[src/rtl/sparse_stream_pkg.sv]
// Shared definitions for the 17-bit sparse-stream token format.
//   token_t     : bit 16 = control flag, bits 15:0 = payload
//   DONE_TOKEN  : end-of-transfer control token
//   is_ctrl / is_stop / is_done : token classifiers
//   lfsr_seed() : derives the backpressure LFSR seed from a shift offset
package sparse_stream_pkg;

  localparam int TOKEN_W = 17;

  typedef logic [TOKEN_W-1:0] token_t;

  localparam token_t DONE_TOKEN = 17'h10100;

  function automatic logic is_ctrl(input token_t t);
    return t[16];
  endfunction

  // A stop token is a control token whose upper payload byte is zero;
  // the lower byte carries the stop level.
  function automatic logic is_stop(input token_t t);
    return t[16] && (t[15:8] == 8'h00);
  endfunction

  function automatic logic is_done(input token_t t);
    return t == DONE_TOKEN;
  endfunction

  // An all-zero seed would lock the LFSR, so it is replaced by 1.
  function automatic logic [15:0] lfsr_seed(input int ran_shift);
    logic [31:0] prod;
    logic [15:0] s;
    prod = ran_shift * 32'h0000_1F35;
    s    = 16'hACE1 ^ prod[15:0];
    if (s == 16'h0000) s = 16'h0001;
    return s;
  endfunction

endpackage

[src/rtl/stream_lfsr.sv]
// 16-bit Fibonacci LFSR (taps 16,14,13,11) used to gate sink readiness.
//   clk      : clock
//   load     : synchronous reload of SEED (driven by rst | flush)
//   next_bit : bit 0 of the value the register takes on the coming edge
// The register advances every cycle regardless of traffic.
module stream_lfsr #(
  parameter logic [15:0] SEED = 16'h0001
) (
  input  logic clk,
  input  logic load,
  output logic next_bit
);

  logic [15:0] state;
  logic [15:0] state_d;
  logic        fb;

  always_comb begin
    fb      = state[15] ^ state[13] ^ state[12] ^ state[10];
    state_d = load ? SEED : {state[14:0], fb};
  end

  always_ff @(posedge clk) begin
    state <= state_d;
  end

  assign next_bit = state_d[0];

endmodule

[src/rtl/sparse_stream_sink.sv]
// Receiving end of the 17-bit sparse-stream valid/ready protocol.
// Captures every accepted token into a readback buffer, classifies
// data/stop/done tokens, counts active cycles and raises a sticky done.
//   clk, rst        : clock, synchronous active-high reset
//   flush           : synchronous clear, identical effect to rst
//   bp_en           : 1 = ready additionally gated by LFSR bit 0
//   data, valid     : incoming token
//   ready           : registered sink ready
//   done            : sticky, TX_NUM done tokens accepted
//   full            : buffer holds DEPTH tokens
//   rd_addr/rd_data : readback port, 1-cycle registered read
//   tok_count       : tokens captured
//   stop_count      : stop tokens accepted (saturating)
//   cycle_count     : cycles from first valid until done (saturating)
//
// Handshake: a token transfers on every rising edge where valid and ready
// are both 1. The source holds data stable while valid is high and not yet
// accepted; valid may drop without a transfer. ready is a register computed
// from next-state values, so it falls in the same cycle the last permitted
// token lands and no extra token is ever accepted.
module sparse_stream_sink
  import sparse_stream_pkg::*;
#(
  parameter int DEPTH     = 256,
  parameter int TX_NUM    = 1,
  parameter int RAN_SHIFT = 0
) (
  input  logic                       clk,
  input  logic                       rst,
  input  logic                       flush,
  input  logic                       bp_en,
  input  logic [TOKEN_W-1:0]         data,
  input  logic                       valid,
  output logic                       ready,
  output logic                       done,
  output logic                       full,
  input  logic [$clog2(DEPTH)-1:0]   rd_addr,
  output logic [TOKEN_W-1:0]         rd_data,
  output logic [$clog2(DEPTH):0]     tok_count,
  output logic [15:0]                stop_count,
  output logic [31:0]                cycle_count
);

  localparam int AW = $clog2(DEPTH);
  localparam int CW = AW + 1;
  localparam int DW = $clog2(TX_NUM + 1);
  localparam logic [15:0]   SEED      = lfsr_seed(RAN_SHIFT);
  localparam logic [CW-1:0] DEPTH_C   = CW'(DEPTH);
  localparam logic [AW-1:0] LAST_ADDR = AW'(DEPTH - 1);
  localparam logic [DW-1:0] TX_NUM_C  = DW'(TX_NUM);

  token_t          mem [DEPTH];
  logic            clr;
  logic            fire;
  logic            lfsr_bit_d;
  logic [AW-1:0]   wr_ptr;
  logic [DW-1:0]   done_cnt;
  logic [DW-1:0]   done_cnt_d;
  logic [CW-1:0]   tok_count_d;
  logic            done_d;
  logic            ready_d;
  logic            started;

  stream_lfsr #(.SEED(SEED)) u_lfsr (
    .clk      (clk),
    .load     (clr),
    .next_bit (lfsr_bit_d)
  );

  assign clr  = rst | flush;
  // A token offered on the same edge as a clear is dropped; the source re-offers it.
  assign fire = valid & ready & ~clr;
  assign full = (tok_count == DEPTH_C);

  always_comb begin
    tok_count_d = tok_count;
    done_cnt_d  = done_cnt;
    done_d      = done;
    if (clr) begin
      tok_count_d = '0;
      done_cnt_d  = '0;
      done_d      = 1'b0;
    end else if (fire) begin
      tok_count_d = tok_count + 1'b1;
      if (is_done(data)) begin
        done_cnt_d = done_cnt + 1'b1;
        if (done_cnt_d == TX_NUM_C) done_d = 1'b1;
      end
    end
    ready_d = ~clr & ~done_d & (tok_count_d < DEPTH_C) & (bp_en ? lfsr_bit_d : 1'b1);
  end

  always_ff @(posedge clk) begin
    if (clr) begin
      ready       <= 1'b0;
      done        <= 1'b0;
      tok_count   <= '0;
      done_cnt    <= '0;
      wr_ptr      <= '0;
      stop_count  <= '0;
      cycle_count <= '0;
      started     <= 1'b0;
      rd_data     <= '0;
    end else begin
      ready     <= ready_d;
      done      <= done_d;
      tok_count <= tok_count_d;
      done_cnt  <= done_cnt_d;
      rd_data   <= mem[rd_addr];
      if (fire && (wr_ptr != LAST_ADDR)) wr_ptr <= wr_ptr + 1'b1;
      if (fire && is_stop(data) && (stop_count != 16'hFFFF))
        stop_count <= stop_count + 16'd1;
      if (valid) started <= 1'b1;
      // The cycle that first sees valid is counted, hence (started | valid).
      if ((started | valid) && !done && (cycle_count != 32'hFFFF_FFFF))
        cycle_count <= cycle_count + 32'd1;
    end
  end

  // Capture RAM: contents survive reset/flush.
  always_ff @(posedge clk) begin
    if (fire) mem[wr_ptr] <= data;
  end

endmodule

[config.mk]
export PLATFORM = sky130hd
export DESIGN_NAME = sparse_stream_sink
export DESIGN_NICKNAME = d
export VERILOG_FILES = /design/src/rtl/sparse_stream_pkg.sv /design/src/rtl/stream_lfsr.sv /design/src/rtl/sparse_stream_sink.sv
export SDC_FILE = /design/constraint.sdc
export NUM_CORES = 2
export LEC_CHECK = 0
export CAP_MARGIN = 20
export CELL_PAD_IN_SITES_DETAIL_PLACEMENT = 0
export CELL_PAD_IN_SITES_GLOBAL_PLACEMENT = 1
export CORE_MARGIN = 5
export CORE_UTILIZATION = 40
export CTS_CLUSTER_SIZE = 40
export DETAILED_ROUTE_END_ITERATION = 6
export PLACE_DENSITY_LB_ADDON = 0.1
export SETUP_SLACK_MARGIN = 0.5
export SKIP_LAST_GASP = 1
export SYNTH_ARGS = -nofsm -noshare
export SYNTH_HDL_FRONTEND = slang
export SYNTH_MEMORY_MAX_BITS = 65536
export SYNTH_SLANG_ARGS = --single-unit
[constraint.sdc]
create_clock -name clk -period 5.6 [get_ports clk]
set_input_delay 1.12 -clock clk [delete_from_list [all_inputs] [get_ports clk]]
set_output_delay 1.12 -clock clk [all_outputs]
set_load 0.02 [all_outputs]
==> impl_metrics.toml <==
[sta]
min_period_ps = 4800
rsz0062_at_grt = "false"
timing.final.crit_share = 0.857
tns_ps = 0
slew_viol_final = 0
finalSetupViolations = 0
worst_pin_slew_ps = 1360
setup_slack_ps = 798
slew_headroom = 0.0962
timing.fmax_mhz = 208
hold_ws_ps = 403
fin_skew_ps = 65.7
finalHoldViolations = 0

[global_route]
use_met2 = 0.414
antenna_found_initial = 50
grt_use_met3 = 0.0342
grt_max_degree = 156
grt_use_met1 = 0.353
grt-busiest-layer = "met2"
grt_pass1_wl_mm = 779
grt-ovfl-total = 0
track_usage = 0.254
grt_pass1_vias = 89200

[detailed_routing]
vias = 90300
ant_nets = 0
drc = 0
vias_per_cell = 5.91
wl_per_cell_um = 37.6
dr.first_iter.drc_count = 11300
finalWirelength_mm = 574
drtPass1Iterations = 6

[critical_path]
crit_type = "primary input to flop"
start_kind = "primary input"
cpLargestDelayFamily = "simple AND/OR/NAND/NOR gates"
crit_required_ps = 6520
worstPathArrival_ps = 5720
endpoint_kind = "flop"
path_cells = "clkdlybuf4s50_1, buf_4, buf_4, and3b_1, nand2_1, o2111ai_1, nor4_1, nand4_1, or4bb_1, o31ai_2"
crit_slowest_cell = "nor4_1"
path_buf_inv = 3
slowest_delay_ps = 900
path_max_fanout = 15
r2r_slack_ps = 1680
cpMostUsedCell = "buf_4"

[die]
top_level_ports = 107
die_y_um = 666
rows = 241
die_area_sq_mm = 0.444
core_area_sq_mm = 0.430
initial_core_util = 0.401
die_w_um = 666

[place]
place_hpwl_mm = 373
dp_cells = 14400
pre_cts_slack_ps = -39.3
io_buffers = 106
place_area_sq_mm = 0.184
place_congestion = 0.902

[layout]
final_area_sq_mm = 0.199
layout.cells.non_filler = 15300
area_growth_pct = 15.6
nets = 9168
fillers = 36400
layout-drive-gt1-share = 0.256

[synth]
seq_area_frac_synth = 0.771
synth_edf_count = 4352
netlist_instances = 8333
synth_area_per_cell_sq_um = 20.7
ys_ff_latch = 4454
async_reset_ff_frac = 0
yosys_most_used_dff = "edfxtp_1"
synth_fp_nets = 8371
syn-cell-area_sq_mm = 0.172
ys_warn_count = 0
ys_types = 83

[pwr]
peakVddDrop_uv = 275
leakage_nw = 63.1
power_density_mw_per_mm2 = 354

[clocking]
cts_tree = "built"
cts_sinks = 4454
clk_path_buf_depth = 4
clkSlewWorstSetupHoldPaths_ps = 60
ctsResizeCount = 0
cts_setup_buffers = 0
postCtsHoldBufs = 0
cts-root-buf = "clkbuf_16"
htreeDepth = 5
cts_made_buffers = 471
clk_latency_ps = 1040

[hold_path]
hp-class = "flop to flop"

[flow_run]
drv_cap = 0

[status]
outcome = "finished clean"
==> sequential cells by signal, indices dropped and copies added (netlist names) <==
name,count
done_cnt,1
rd_data,17
cycle_count,32
started,1
done,1
stop_count,16
wr_ptr,8
u_lfsr.state,16
mem,4352
tok_count,9
ready,1
==> synthesized netlist by cell type, types with 20 or more instances <==
cell type	n	area share
mux2_2	20	0.0013
buf_8	28	0.0024
nor2b_1	24	0.00087
a22oi_1	50	0.0022
mux4_1	45	0.0069
clkbuf_1	163	0.0036
nand4_1	55	0.0020
a211oi_1	50	0.0022
o22ai_1	235	0.0085
o221ai_1	148	0.0075
buf_2	130	0.0038
dfxtp_1	102	0.012
xor2_1	41	0.0021
nor2_1	453	0.0099
nor4_1	49	0.0018
mux4_2	776	0.10
edfxtp_1	4352	0.76
nor3_1	105	0.0031
nand2_1	147	0.0032
buf_6	60	0.0039
buf_4	70	0.0031
o21ai_0	113	0.0033
mux2i_1	577	0.034
a21oi_1	115	0.0033
nand3_1	52	0.0015
a2111oi_0	35	0.0018
or3_1	34	0.0012
==> cells in the final DEF, fill, tap and decap left out, types with 83 or more instances in the layout <==
cell and instances:
a21oi_1 115, buf_4 644, clkbuf_1 123, clkbuf_16 476, clkdlybuf4s50_1 83, clkinv_1 114
dfxtp_1 102, edfxtp_1 4352, mux2i_1 577, mux4_2 776, nand2_1 147, nor2_1 244
nor2_2 209, nor3_1 103, o21ai_0 112, o221ai_1 148, o22ai_1 235
==> layer usage <==
metal  part of all wire  up-vias
li1                   -    36600
met1               0.41    49000
met2               0.48     3896
met3              0.067      836
met4              0.041        8
met5           0.000080        -
==> area by class of cell <==
| class | count | area (sq um) | area share |
|---|---|---|---|
| flip-flops and latches | 4454 | 133000 | 0.667 |
| multi-input cells | 3371 | 36900 | 0.185 |
| clock buffers | 616 | 12600 | 0.0633 |
| repair buffers | 819 | 7280 | 0.0366 |
| well taps | 5710 | 7140 | 0.0359 |
| clock inverters | 257 | 2280 | 0.0115 |
| diodes | 36 | 90.1 | 0.000453 |
| inverters | 13 | 56.3 | 0.000283 |
==> kinds of logic after synthesis <==
group	after synthesis	synth area share
muxes	1418	0.143
buffers and inverters	508	0.0199
adders and majority gates	8	0.000581
xor gates and xnor gates	56	0.00285
and+or+nand+nor	1032	0.0285
DFF	4454	0.771
AOI/OAI and AO/OA	857	0.0345
==> final timing paths <==
| path | startpoint | end | cells after the start |
|---|---|---|---|
| max | rd_addr[6] | rd_data[16] | 10 |
| min | u_lfsr.state[4] | u_lfsr.state[5] | 1 |
| max reg2reg | wr_ptr[2] | mem[8][7] | 6 |
| min reg2reg | u_lfsr.state[4] | u_lfsr.state[5] | 1 |
==> worst reg2reg max path, delay by kind of cell (launching register included) <==
family,cells,cell delay [ps]
and+or+nand+nor,3,2290
DFF,1,300
buffers and inverters,3,1010
==> where the power goes <==
group          total, W  switching (W)  internal (W)
combinational   0.00346        0.00240       0.00106
clock            0.0303         0.0131        0.0173
sequential       0.0366      0.0000345        0.0366
==> stage by stage <==
step	power, W	util
after detailed placement	0.0408	0.428
after global placement	0.0408	0.428
final	0.0704	0.463
after global routing	0.0725	0.463
after floorplan	0.0389	-
after CTS	0.0710	0.463
No activity file was read; power rests on OpenSTA's default activity.
